--- src/rtl/merge_readout_ctrl.sv ---
// merge_readout_ctrl: per-BX sequencer that flushes, releases and monitors the 8-input merge datapath.
// Optional build macro MERGE_RO_TIMEOUT_EN bounds each RUN window to MAX_CYCLES cycles.
module merge_readout_ctrl #(
   parameter int PAGE_BITS    = 2,
   parameter int FLUSH_CYCLES = 2,
   parameter int MAX_CYCLES   = 100,
   parameter int CNT_WIDTH    = 6
) (
   input  logic                   clk,
   input  logic                   rst_n,
   input  logic                   bx_start,
   input  logic [2:0]             bx_in,
   input  logic [8*CNT_WIDTH-1:0] number_in,
   input  logic                   valid_out,
   output logic                   merge_rst,
   output logic [PAGE_BITS-1:0]   page_out,
   output logic [CNT_WIDTH+2:0]   expected,
   output logic [CNT_WIDTH+2:0]   word_cnt,
   output logic                   busy,
   output logic                   done,
   output logic [2:0]             bx_done,
   output logic                   timeout,
   output logic                   missed_start
);
   localparam int SUM_W = CNT_WIDTH + 3;
   localparam int FC_W  = $clog2(FLUSH_CYCLES + 1);

   if (FLUSH_CYCLES < 1 || MAX_CYCLES < 1) begin : g_bad_cfg
      $error("merge_readout_ctrl: FLUSH_CYCLES and MAX_CYCLES must be at least 1");
   end

   typedef enum logic [1:0] {IDLE, FLUSH, RUN, DONE} state_t;

   state_t               state_q;
   logic [2:0]           bx_reg_q;
   logic [2:0]           bx_done_q;
   logic [PAGE_BITS-1:0] page_q;
   logic [SUM_W-1:0]     expected_q;
   logic [SUM_W-1:0]     word_cnt_q;
   logic [FC_W-1:0]      flush_cnt_q;
   logic                 merge_rst_q;
   logic                 busy_q;
   logic                 done_q;
   logic                 timeout_q;
   logic                 missed_q;
   logic [SUM_W-1:0]     sum_d;
   logic [SUM_W-1:0]     word_cnt_d;

`ifdef MERGE_RO_TIMEOUT_EN
   localparam int RC_W = $clog2(MAX_CYCLES + 1);
   logic [RC_W-1:0] run_cnt_q;
`endif

   // Zero-extended occupancy total; SUM_W bits hold 8 * (2**CNT_WIDTH - 1) without overflow.
   function automatic logic [SUM_W-1:0] occ_sum(input logic [8*CNT_WIDTH-1:0] occ);
      logic [SUM_W-1:0] s;
      s = '0;
      for (int k = 0; k < 8; k++) s = s + SUM_W'(occ[k*CNT_WIDTH +: CNT_WIDTH]);
      return s;
   endfunction

   always_comb begin
      sum_d      = occ_sum(number_in);
      word_cnt_d = word_cnt_q + SUM_W'(valid_out);
   end

   always_ff @(posedge clk) begin
      if (!rst_n) begin
         state_q     <= IDLE;
         bx_reg_q    <= '0;
         bx_done_q   <= '0;
         page_q      <= '0;
         expected_q  <= '0;
         word_cnt_q  <= '0;
         flush_cnt_q <= '0;
         merge_rst_q <= 1'b1;
         busy_q      <= 1'b0;
         done_q      <= 1'b0;
         timeout_q   <= 1'b0;
         missed_q    <= 1'b0;
`ifdef MERGE_RO_TIMEOUT_EN
         run_cnt_q   <= '0;
`endif
      end else begin
         done_q    <= 1'b0;
         timeout_q <= 1'b0;
         missed_q  <= 1'b0;
         case (state_q)
            IDLE, DONE: begin
               // The DONE cycle accepts a new crossing exactly like IDLE does.
               if (bx_start) begin
                  state_q     <= FLUSH;
                  bx_reg_q    <= bx_in;
                  page_q      <= bx_in[PAGE_BITS-1:0];
                  word_cnt_q  <= '0;
                  flush_cnt_q <= '0;
                  merge_rst_q <= 1'b1;
                  busy_q      <= 1'b1;
               end else begin
                  state_q     <= IDLE;
                  merge_rst_q <= 1'b1;
                  busy_q      <= 1'b0;
               end
            end
            FLUSH: begin
               if (bx_start) missed_q <= 1'b1;
               if (flush_cnt_q == FC_W'(FLUSH_CYCLES - 1)) begin
                  expected_q <= sum_d;
                  if (sum_d == '0) begin
                     state_q   <= DONE;
                     done_q    <= 1'b1;
                     bx_done_q <= bx_reg_q;
                     busy_q    <= 1'b0;
                  end else begin
                     state_q     <= RUN;
                     merge_rst_q <= 1'b0;
`ifdef MERGE_RO_TIMEOUT_EN
                     run_cnt_q   <= '0;
`endif
                  end
               end else begin
                  flush_cnt_q <= flush_cnt_q + FC_W'(1);
               end
            end
            RUN: begin
               if (bx_start) missed_q <= 1'b1;
               if (valid_out) word_cnt_q <= word_cnt_d;
               if (word_cnt_d == expected_q) begin
                  state_q     <= DONE;
                  done_q      <= 1'b1;
                  bx_done_q   <= bx_reg_q;
                  merge_rst_q <= 1'b1;
                  busy_q      <= 1'b0;
               end
`ifdef MERGE_RO_TIMEOUT_EN
               else if (run_cnt_q == RC_W'(MAX_CYCLES - 1)) begin
                  state_q     <= DONE;
                  done_q      <= 1'b1;
                  timeout_q   <= 1'b1;
                  bx_done_q   <= bx_reg_q;
                  merge_rst_q <= 1'b1;
                  busy_q      <= 1'b0;
               end else begin
                  run_cnt_q <= run_cnt_q + RC_W'(1);
               end
`endif
            end
            default: begin
               state_q     <= IDLE;
               merge_rst_q <= 1'b1;
               busy_q      <= 1'b0;
            end
         endcase
      end
   end

   assign merge_rst    = merge_rst_q;
   assign page_out     = page_q;
   assign expected     = expected_q;
   assign word_cnt     = word_cnt_q;
   assign busy         = busy_q;
   assign done         = done_q;
   assign bx_done      = bx_done_q;
   assign timeout      = timeout_q;
   assign missed_start = missed_q;

endmodule

--- config.mk ---
export PLATFORM = sky130hd
export DESIGN_NAME = merge_readout_ctrl
export DESIGN_NICKNAME = d
export VERILOG_FILES = /design/src/rtl/merge_readout_ctrl.sv
export SDC_FILE = /design/constraint.sdc
export NUM_CORES = 1
export LEC_CHECK = 0
export ABC_AREA = 1
export CAP_MARGIN = 40
export CORE_MARGIN = 2
export CORE_UTILIZATION = 45
export DETAILED_ROUTE_END_ITERATION = 10
export GPL_TIMING_DRIVEN = 0
export PLACE_DENSITY = 0.75
export SLEW_MARGIN = 20
export SYNTH_ARGS = -nofsm -noshare
export SYNTH_HDL_FRONTEND = slang
export SYNTH_SLANG_ARGS = --single-unit
--- constraint.sdc ---
create_clock -name clk -period 11.3 [get_ports clk]
set_clock_uncertainty 0.2 [all_clocks]
set_input_delay 2.26 -clock clk [delete_from_list [all_inputs] [get_ports clk]]
set_output_delay 2.26 -clock clk [all_outputs]
set_load 0.02 [all_outputs]
==> run_results.csv, run 1 <==
group,metric,value,unit
critical_path,startpoint,"number_in[2]",
floorplan,die_area,7430,sq um
hold_path,holdCritPathClass,"flop to flop",
timing,post_route_setup_tns,0,ns
cts,cts-hold-fix-buffers,0,
run,max_cap_violations,0,
routing,final_wirelength,6.35,mm
critical_path,worst_r2r_startpoint,"state_q[0]$_SDFFE_PN0P_",
timing,crit_path_time_final,6.89,ns
routing,via_count,2775,
critical_path,critical_path.endpoint_type,"flop",
cts,cts_inserted_buffers,5,
placement,cell_count_post_placement,575,
routing,route.detailed.drc,0,
power_and_ir_drop,p_leak,1.97,nW
cts,clock_tree.buffer_depth,2,
layout,mostFrequentLayoutCell,"sky130_fd_sc_hd__inv_1",
synthesis,synthesis.instances,417,
cts,cts_tree,"done",
placement,detailed_place_hpwl,5.33,mm
floorplan,die_y,86.2,um
critical_path,path_class,"input port to flop",
critical_path,worst-endpoint-required,11.33,ns
timing,timing.final.max_slew_violations,0,
floorplan,design.core.area,6460,sq um
critical_path,reg2regPathDepth,9,
timing,timing.final.hold_violations,0,
cts,setup_fix_bufs_post_cts,0,
routing,viasPerCell,4.76,
global_routing,antenna_found_initial,0,
critical_path,setup.reg_to_reg.worst_slack,8.69,ns
synthesis,yosysWarningCount,0,
timing,setup_repair_after_global_routing_missed_its_margin,"false",
cts,ctsRootBufferMaster,"sky130_fd_sc_hd__clkbuf_8",
synthesis,synthDistinctLibCells,32,
outcome,status,"finished, final reports clean",
timing,timing.max_slew.rel_slack,55.5,%
critical_path,crit_path_max_fanout,3,
cts,post_cts.resized_instances,0,
cts,clock_pin_slew_on_the_worst_setup_and_hold_paths,0.06,ns
routing,drt_first_iter_violations,89,
critical_path,worst_ep_arrival_time,6.92,ns
cts,clock_tree.htree_level_count,2,
timing,timing.final.crit_share,61.0,%
critical_path,cp_slowest_cell,"sky130_fd_sc_hd__fa_1",
synthesis,synth_nets,521,
placement,place.gp.congestion,0.783,
timing,worst_slew_pin_tran,0.665,ns
routing,detail-route-antenna-nets,0,
timing,clock.fmax,0.145,GHz
global_routing,grt_util_all_layers,18.3,%
global_routing,grt_total_ovfl,0,
synthesis,synth_top_area_share,23.0,%
layout,nFillCells,582,
synthesis,register_bit_count_reported_by_yosys,32,
timing,report.final.setup_viol,0,
layout,insertedDiodeCount,0,
cts,clock_sinks,32,
synthesis,post-synth-top-area-cell,"sky130_fd_sc_hd__fa_1",
floorplan,placement_rows,29,
critical_path,worstSetupStartpointType,"input port",
synthesis,synth.cell_area,3040,sq um
synthesis,synth_area_per_cell,7.29,sq um
layout,finish.utilization,62.6,%
floorplan,num_io_pins,83,
critical_path,cp_capture_point,"bx_done[1]$_SDFFE_PN0P_",
global_routing,largest_net_degree_at_the_start_of_global_routing,11,
power_and_ir_drop,vdd.ir_drop.worst,0.000103,V
floorplan,floorplan.initialDensity,47.1,%
layout,final_cells,583,
critical_path,worstReg2RegEnd,"word_cnt[6]$_SDFFE_PN0P_",
power_and_ir_drop,power.density,191,nW/um^2
layout,layout.cells.most_common_list,"sky130_fd_sc_hd__inv_1 (117), sky130_fd_sc_hd__clkdlybuf4s50_1 (81), sky130_fd_sc_hd__nand2_1 (78)",
placement,io_buffer_count,81,
critical_path,cell_chain_critical_path,"clkdlybuf4s50_1 -> inv_1 -> fa_1 -> inv_1 -> fa_1 -> fa_1 -> inv_1 -> fa_1 -> inv_1 -> ha_1 -> inv_1 -> fa_1 -> nand3b_1 -> nand2_1 -> nand2_1 -> nand2_1 -> nand3_1 -> nor2_1 -> nand3_1 -> nand2_1 -> nand2_1 -> nor2_4 -> nor2_1 -> nor2_1",
floorplan,fp.dieW,86.2,um
layout,finish.net_count,609,
layout,synthToLayoutAreaGrowth,32.9,%
synthesis,ys_seq_area_share,21.1,%
critical_path,critical-path-max-stage-delay,0.54,ns
layout,fraction_of_final_layout_cells_with_drive_strength_greater_than_1,5.34,%
routing,drt_pass1_iterations,6,
cts,worst_skew_pair.late_latency,0.29,ns
synthesis,synthTopCellsByArea,"sky130_fd_sc_hd__fa_1 (23%), sky130_fd_sc_hd__dfxtp_1 (21%), sky130_fd_sc_hd__inv_1 (14%), sky130_fd_sc_hd__nand2_1 (9.6%), sky130_fd_sc_hd__ha_1 (5.8%)",
global_routing,via_count_of_the_first_global_routing_pass,2748,
global_routing,first_pass_grt_wire_length,11.0,mm
routing,drt-wirelength-per-cell,10.9,um
[stage by stage]
step / worst slack, ns / cell area, sq um / hold WS (ns) / power (mW)
3_5_place_dp: 4.11 / 3950 / 0.240 / 0.682
5_1_grt: 4.13 / 4040 / 0.266 / 0.860
4_1_cts: 4.41 / 4040 / 0.252 / 0.775
3_3_place_gp: 4.15 / 3950 / 0.238 / 0.670
6_report: 4.41 / 4040 / 0.249 / 0.770
2_1_floorplan: 4.92 / 3040 / 0.229 / 0.549
[logic make-up after synthesis]
family / after synthesis / synth area share, %
compound gates: 46 / 8.48
xor+xnor: 4 / 1.15
simple gates: 159 / 24.4
fa+ha+maj: 49 / 28.8
flops: 32 / 21.1
buf+inv: 126 / 16.0
other cells: 1 / 0.123
[cell type report]
class | count | area [sq um] | area share [%]
Clock inverter | 2 | 10.0 | 0.248
Clock buffer | 6 | 82.6 | 2.04
Buffer | 8 | 42.5 | 1.05
Timing Repair Buffer | 81 | 811 | 20.1
Sequential cell | 32 | 641 | 15.9
Inverter | 118 | 443 | 11.0
Tap cell | 77 | 96.3 | 2.38
Multi-Input combinational cell | 259 | 1910 | 47.4
[critical path, delay by kind of cell]
kind / cells / cell delay (ns)
fa+ha+maj: 6 / 2.66
simple gates: 12 / 1.23
buf+inv: 6 / 0.76
[power by group]
part / leakage [nW] / internal (mW) / total [mW] / switching, mW
Clock: 0.0510 / 0.0485 / 0.0914 / 0.0429
Combinational: 1.66 / 0.217 / 0.533 / 0.316
Sequential: 0.260 / 0.133 / 0.146 / 0.0123
[metal layers]
metal	wire, um	vias to the layer above	GRT usage (%)
met5	0	-	0
met4	82	0	5.97
met3	208	10	2.95
met2	3290	64	33.7
met1	2770	1277	21.7
li1	-	1424	-
[Yosys cell counts]
library cell and number:
sky130_fd_sc_hd__nor2_2 1, sky130_fd_sc_hd__o21bai_2 1, sky130_fd_sc_hd__a21oi_1 25, sky130_fd_sc_hd__a211oi_1 2, sky130_fd_sc_hd__nand3_1 23, sky130_fd_sc_hd__nand3_2 2
sky130_fd_sc_hd__nor2_4 3, sky130_fd_sc_hd__nand3b_1 4, sky130_fd_sc_hd__nand2_1 78, sky130_fd_sc_hd__buf_2 1, sky130_fd_sc_hd__nor2_1 30, sky130_fd_sc_hd__o21ai_1 1
sky130_fd_sc_hd__dfxtp_1 32, sky130_fd_sc_hd__inv_2 1, sky130_fd_sc_hd__o211ai_1 4, sky130_fd_sc_hd__a21oi_2 1, sky130_fd_sc_hd__a21o_1 1, sky130_fd_sc_hd__xor2_1 3
sky130_fd_sc_hd__and2_1 2, sky130_fd_sc_hd__clkbuf_1 4, sky130_fd_sc_hd__nand4_1 8, sky130_fd_sc_hd__conb_1 1, sky130_fd_sc_hd__inv_1 117, sky130_fd_sc_hd__ha_1 14
sky130_fd_sc_hd__nor3_1 2, sky130_fd_sc_hd__fa_1 35, sky130_fd_sc_hd__buf_4 3, sky130_fd_sc_hd__nand2_4 2, sky130_fd_sc_hd__nand2_2 3, sky130_fd_sc_hd__xnor2_1 1
sky130_fd_sc_hd__o21ai_0 11, sky130_fd_sc_hd__nand3_4 1
[how the worst min path moves through the flow]
stage,cells past startpoint,endpoint,from
floorplan,2,bx_reg_q[2]$_SDFFE_PN0P_,bx_reg_q[2]$_SDFFE_PN0P_
global placement,2,merge_rst$_SDFFE_PN1P_,merge_rst$_SDFFE_PN1P_
detailed placement,2,merge_rst$_SDFFE_PN1P_,merge_rst$_SDFFE_PN1P_
CTS,2,merge_rst$_SDFFE_PN1P_,merge_rst$_SDFFE_PN1P_
global route,2,merge_rst$_SDFFE_PN1P_,merge_rst$_SDFFE_PN1P_
finish,2,merge_rst$_SDFFE_PN1P_,merge_rst$_SDFFE_PN1P_
[registers in the layout, summed over array words and instances (netlist names)]
signal,flops
expected,9
word_cnt,9
bx_done,3
bx_reg_q,3
flush_cnt_q,2
state_q,2
busy,1
done,1
merge_rst,1
missed_start,1
Power figures use the tool's default switching activity.
==> run 2: changes to the inputs <==
PLACE_DENSITY = 0.78   (was 0.75)
clock period = 6.1 ns   (was 11.3 ns; I/O delays follow)
==> run 2 against run 1 <==
Compared with the run above: flip-flop and latch count is the same; cell count is the same; cell area grew 0.87%; sequential power grew 85%; count of clock-buffer cells in the layout shrank 1; hold slack gained 0.0015 ns; sequential share of layout area shrank 0.14 points; combinational power grew 87%; largest power group unchanged.
==> run_results.csv, run 2 (synthesis results as in run 1) <==
group,metric,value,unit
outcome,status,"finished, final reports clean",
layout,insertedDiodeCount,0,
cts,clock_tree.htree_level_count,2,
global_routing,via_count_of_the_first_global_routing_pass,2958,
layout,nFillCells,587,
critical_path,timing.critical_path.mode_cell,"sky130_fd_sc_hd__inv_1",
global_routing,antenna_found_initial,0,
critical_path,setup.reg_to_reg.worst_slack,3.44,ns
timing,timing.final.crit_share,93.9,%
routing,wl_met2,3.32,mm
power_and_ir_drop,p_seq_share,18.4,%
critical_path,critical-path-max-stage-delay,0.55,ns
power_and_ir_drop,vdd.ir_drop.worst,0.000187,V
floorplan,design.core.area,6460,sq um
layout,synthToLayoutAreaGrowth,34.0,%
power_and_ir_drop,internal_power_of_the_cells,0.774,mW
floorplan,floorplan.initialDensity,47.1,%
routing,final_wirelength,6.42,mm
timing,timing.final.hold_violations,0,
floorplan,die_y,86.2,um
cts,ctsRootBufferMaster,"sky130_fd_sc_hd__clkbuf_8",
layout,ff_latch_area,641,sq um
power_and_ir_drop,power_frac_comb,67.9,%
routing,viasPerCell,4.84,
timing,timing.final.ws_setup,0.369,ns
run,max_cap_violations,0,
layout,finish.net_count,609,
cts,clock_tree.buffer_depth,2,
critical_path,worst_ep_arrival_time,5.75,ns
critical_path,worst-endpoint-required,6.12,ns
timing,crit_path_time_final,5.73,ns
hold_path,holdCritPathClass,"flop to flop",
power_and_ir_drop,pwr-share-clk,13.7,%
timing,timing.final.max_slew_violations,0,
placement,io_buffer_count,81,
routing,met3_length,294,um
critical_path,crit_path_max_fanout,3,
critical_path,worstSetupStartpointType,"input port",
cts,clock_pin_slew_on_the_worst_setup_and_hold_paths,0.07,ns
hold_path,worstHoldPathCells,2,
cts,cts-hold-fix-buffers,0,
layout,fraction_of_final_layout_cells_with_drive_strength_greater_than_1,6.32,%
placement,place.gp.congestion,0.883,
routing,drt-wirelength-per-cell,11.0,um
routing,drt_first_iter_violations,106,
layout,multi_input_area,1930,sq um
routing,top_layer,"met4",
timing,clock.fmax,0.174,GHz
routing,drt_pass1_iterations,4,
critical_path,cp_top_family,"adder cells",
power_and_ir_drop,p_sw,0.695,mW
cts,post_cts.resized_instances,0,
critical_path,reg2regPathDepth,9,
layout,layout.cells.most_common_list,"sky130_fd_sc_hd__inv_1 (117), sky130_fd_sc_hd__clkdlybuf4s50_1 (81), sky130_fd_sc_hd__nand2_1 (77)",
timing,fin_hold_ws,0.250,ns
critical_path,cp_slowest_cell,"sky130_fd_sc_hd__fa_1",
timing,setup_repair_after_global_routing_missed_its_margin,"false",
floorplan,fp.dieW,86.2,um
global_routing,first_pass_grt_wire_length,12.0,mm
timing,worst_slew_pin_tran,0.640,ns
routing,route.detailed.drc,0,
cts,cts_inserted_buffers,5,
timing,report.final.setup_viol,0,
floorplan,placement_rows,29,
global_routing,grt_util_all_layers,19.7,%
critical_path,worst-path-buf-inv,6,
power_and_ir_drop,total_power,1.47,mW
cts,worst_skew_pair.late_latency,0.28,ns
global_routing,largest_net_degree_at_the_start_of_global_routing,12,
routing,met1Wirelength,2.63,mm
global_routing,grt_total_ovfl,0,
floorplan,num_io_pins,83,
power_and_ir_drop,power.density,361,nW/um^2
cts,clock_sinks,32,
routing,via_count,2823,
timing,timing.max_slew.rel_slack,57.1,%
placement,pre_cts_slack,-0.0774,ns
power_and_ir_drop,p_sw_share,47.3,%
critical_path,cell_chain_critical_path,"clkdlybuf4s50_1 -> inv_1 -> fa_1 -> inv_1 -> fa_1 -> fa_1 -> inv_1 -> fa_1 -> inv_1 -> ha_2 -> inv_1 -> fa_2 -> nand3b_1 -> nand2_1 -> nand2_1 -> nand2_1 -> nand3_1 -> nor2_1 -> nand3_2 -> nand2_2 -> nand2_1 -> nor2_4 -> nor2_1 -> nor2_1",
layout,mostFrequentLayoutCell,"sky130_fd_sc_hd__inv_1",
power_and_ir_drop,p_leak,1.97,nW
cts,cts_tree,"done",
critical_path,path_class,"input port to flop",
cts,setup_fix_bufs_post_cts,0,
floorplan,die_area,7430,sq um
critical_path,critical_path.endpoint_type,"flop",
critical_path,critical_path_cell_count,24,
placement,detailed_place_hpwl,5.47,mm
routing,detail-route-antenna-nets,0,
run 2: worst paths after layout:
check | start | end
setup / recovery | number_in[2] | bx_done[1]$_SDFFE_PN0P_
hold / removal | merge_rst$_SDFFE_PN1P_ | merge_rst$_SDFFE_PN1P_
setup reg to reg | state_q[0]$_SDFFE_PN0P_ | word_cnt[5]$_SDFFE_PN0P_
hold reg to reg | merge_rst$_SDFFE_PN1P_ | merge_rst$_SDFFE_PN1P_
run 2: worst reg2reg max path: cells and delay by family (launching register included):
family / cells / cell delay [ns]
simple gates: 5 / 1.24
flops: 1 / 0.37
buf+inv: 2 / 0.35
fa+ha+maj: 1 / 0.26
compound gates: 1 / 0.16
run 2: layout make-up:
type / instances / area share [%]
Sequential cell: 32 / 15.7
Multi-Input combinational cell: 259 / 47.4
Clock buffer: 5 / 1.69
Timing Repair Buffer: 81 / 19.9
Buffer: 8 / 1.04
Clock inverter: 3 / 1.04
Tap cell: 77 / 2.36
Inverter: 118 / 10.9
run 2: power by group through the flow:
stage	sequential, mW	combinational (mW)	clock, mW
CTS	0.270	0.994	0.205
detailed placement	0.274	0.992	0
global placement	0.273	0.962	0
global route	0.275	1.17	0.217
finish	0.270	0.997	0.202
floorplan	0.297	0.721	0
run 2: per-stage QoR:
stage                     setup TNS [ns]  cells  util (%)  cell area, sq um
after floorplan                        0    417         -              3040
after global placement                 0    575      61.1              3950
after detailed placement          -0.200    575      61.1              3950
after CTS                              0    583      62.8              4060
after global routing                   0    583      63.1              4080
final                                  0    583      63.1              4080
run 2: metal layers:
layer | track usage (%) | up-vias
met5 | 0 | -
met4 | 8.52 | 0
met3 | 3.90 | 18
met2 | 36.1 | 80
met1 | 22.1 | 1307
li1 | - | 1418
==> run 3: changes to the inputs <==
CAP_MARGIN = 20   (was 40)
==> results of run 3 <==
Final layout, timing and power as in run 2 (identical DEF).
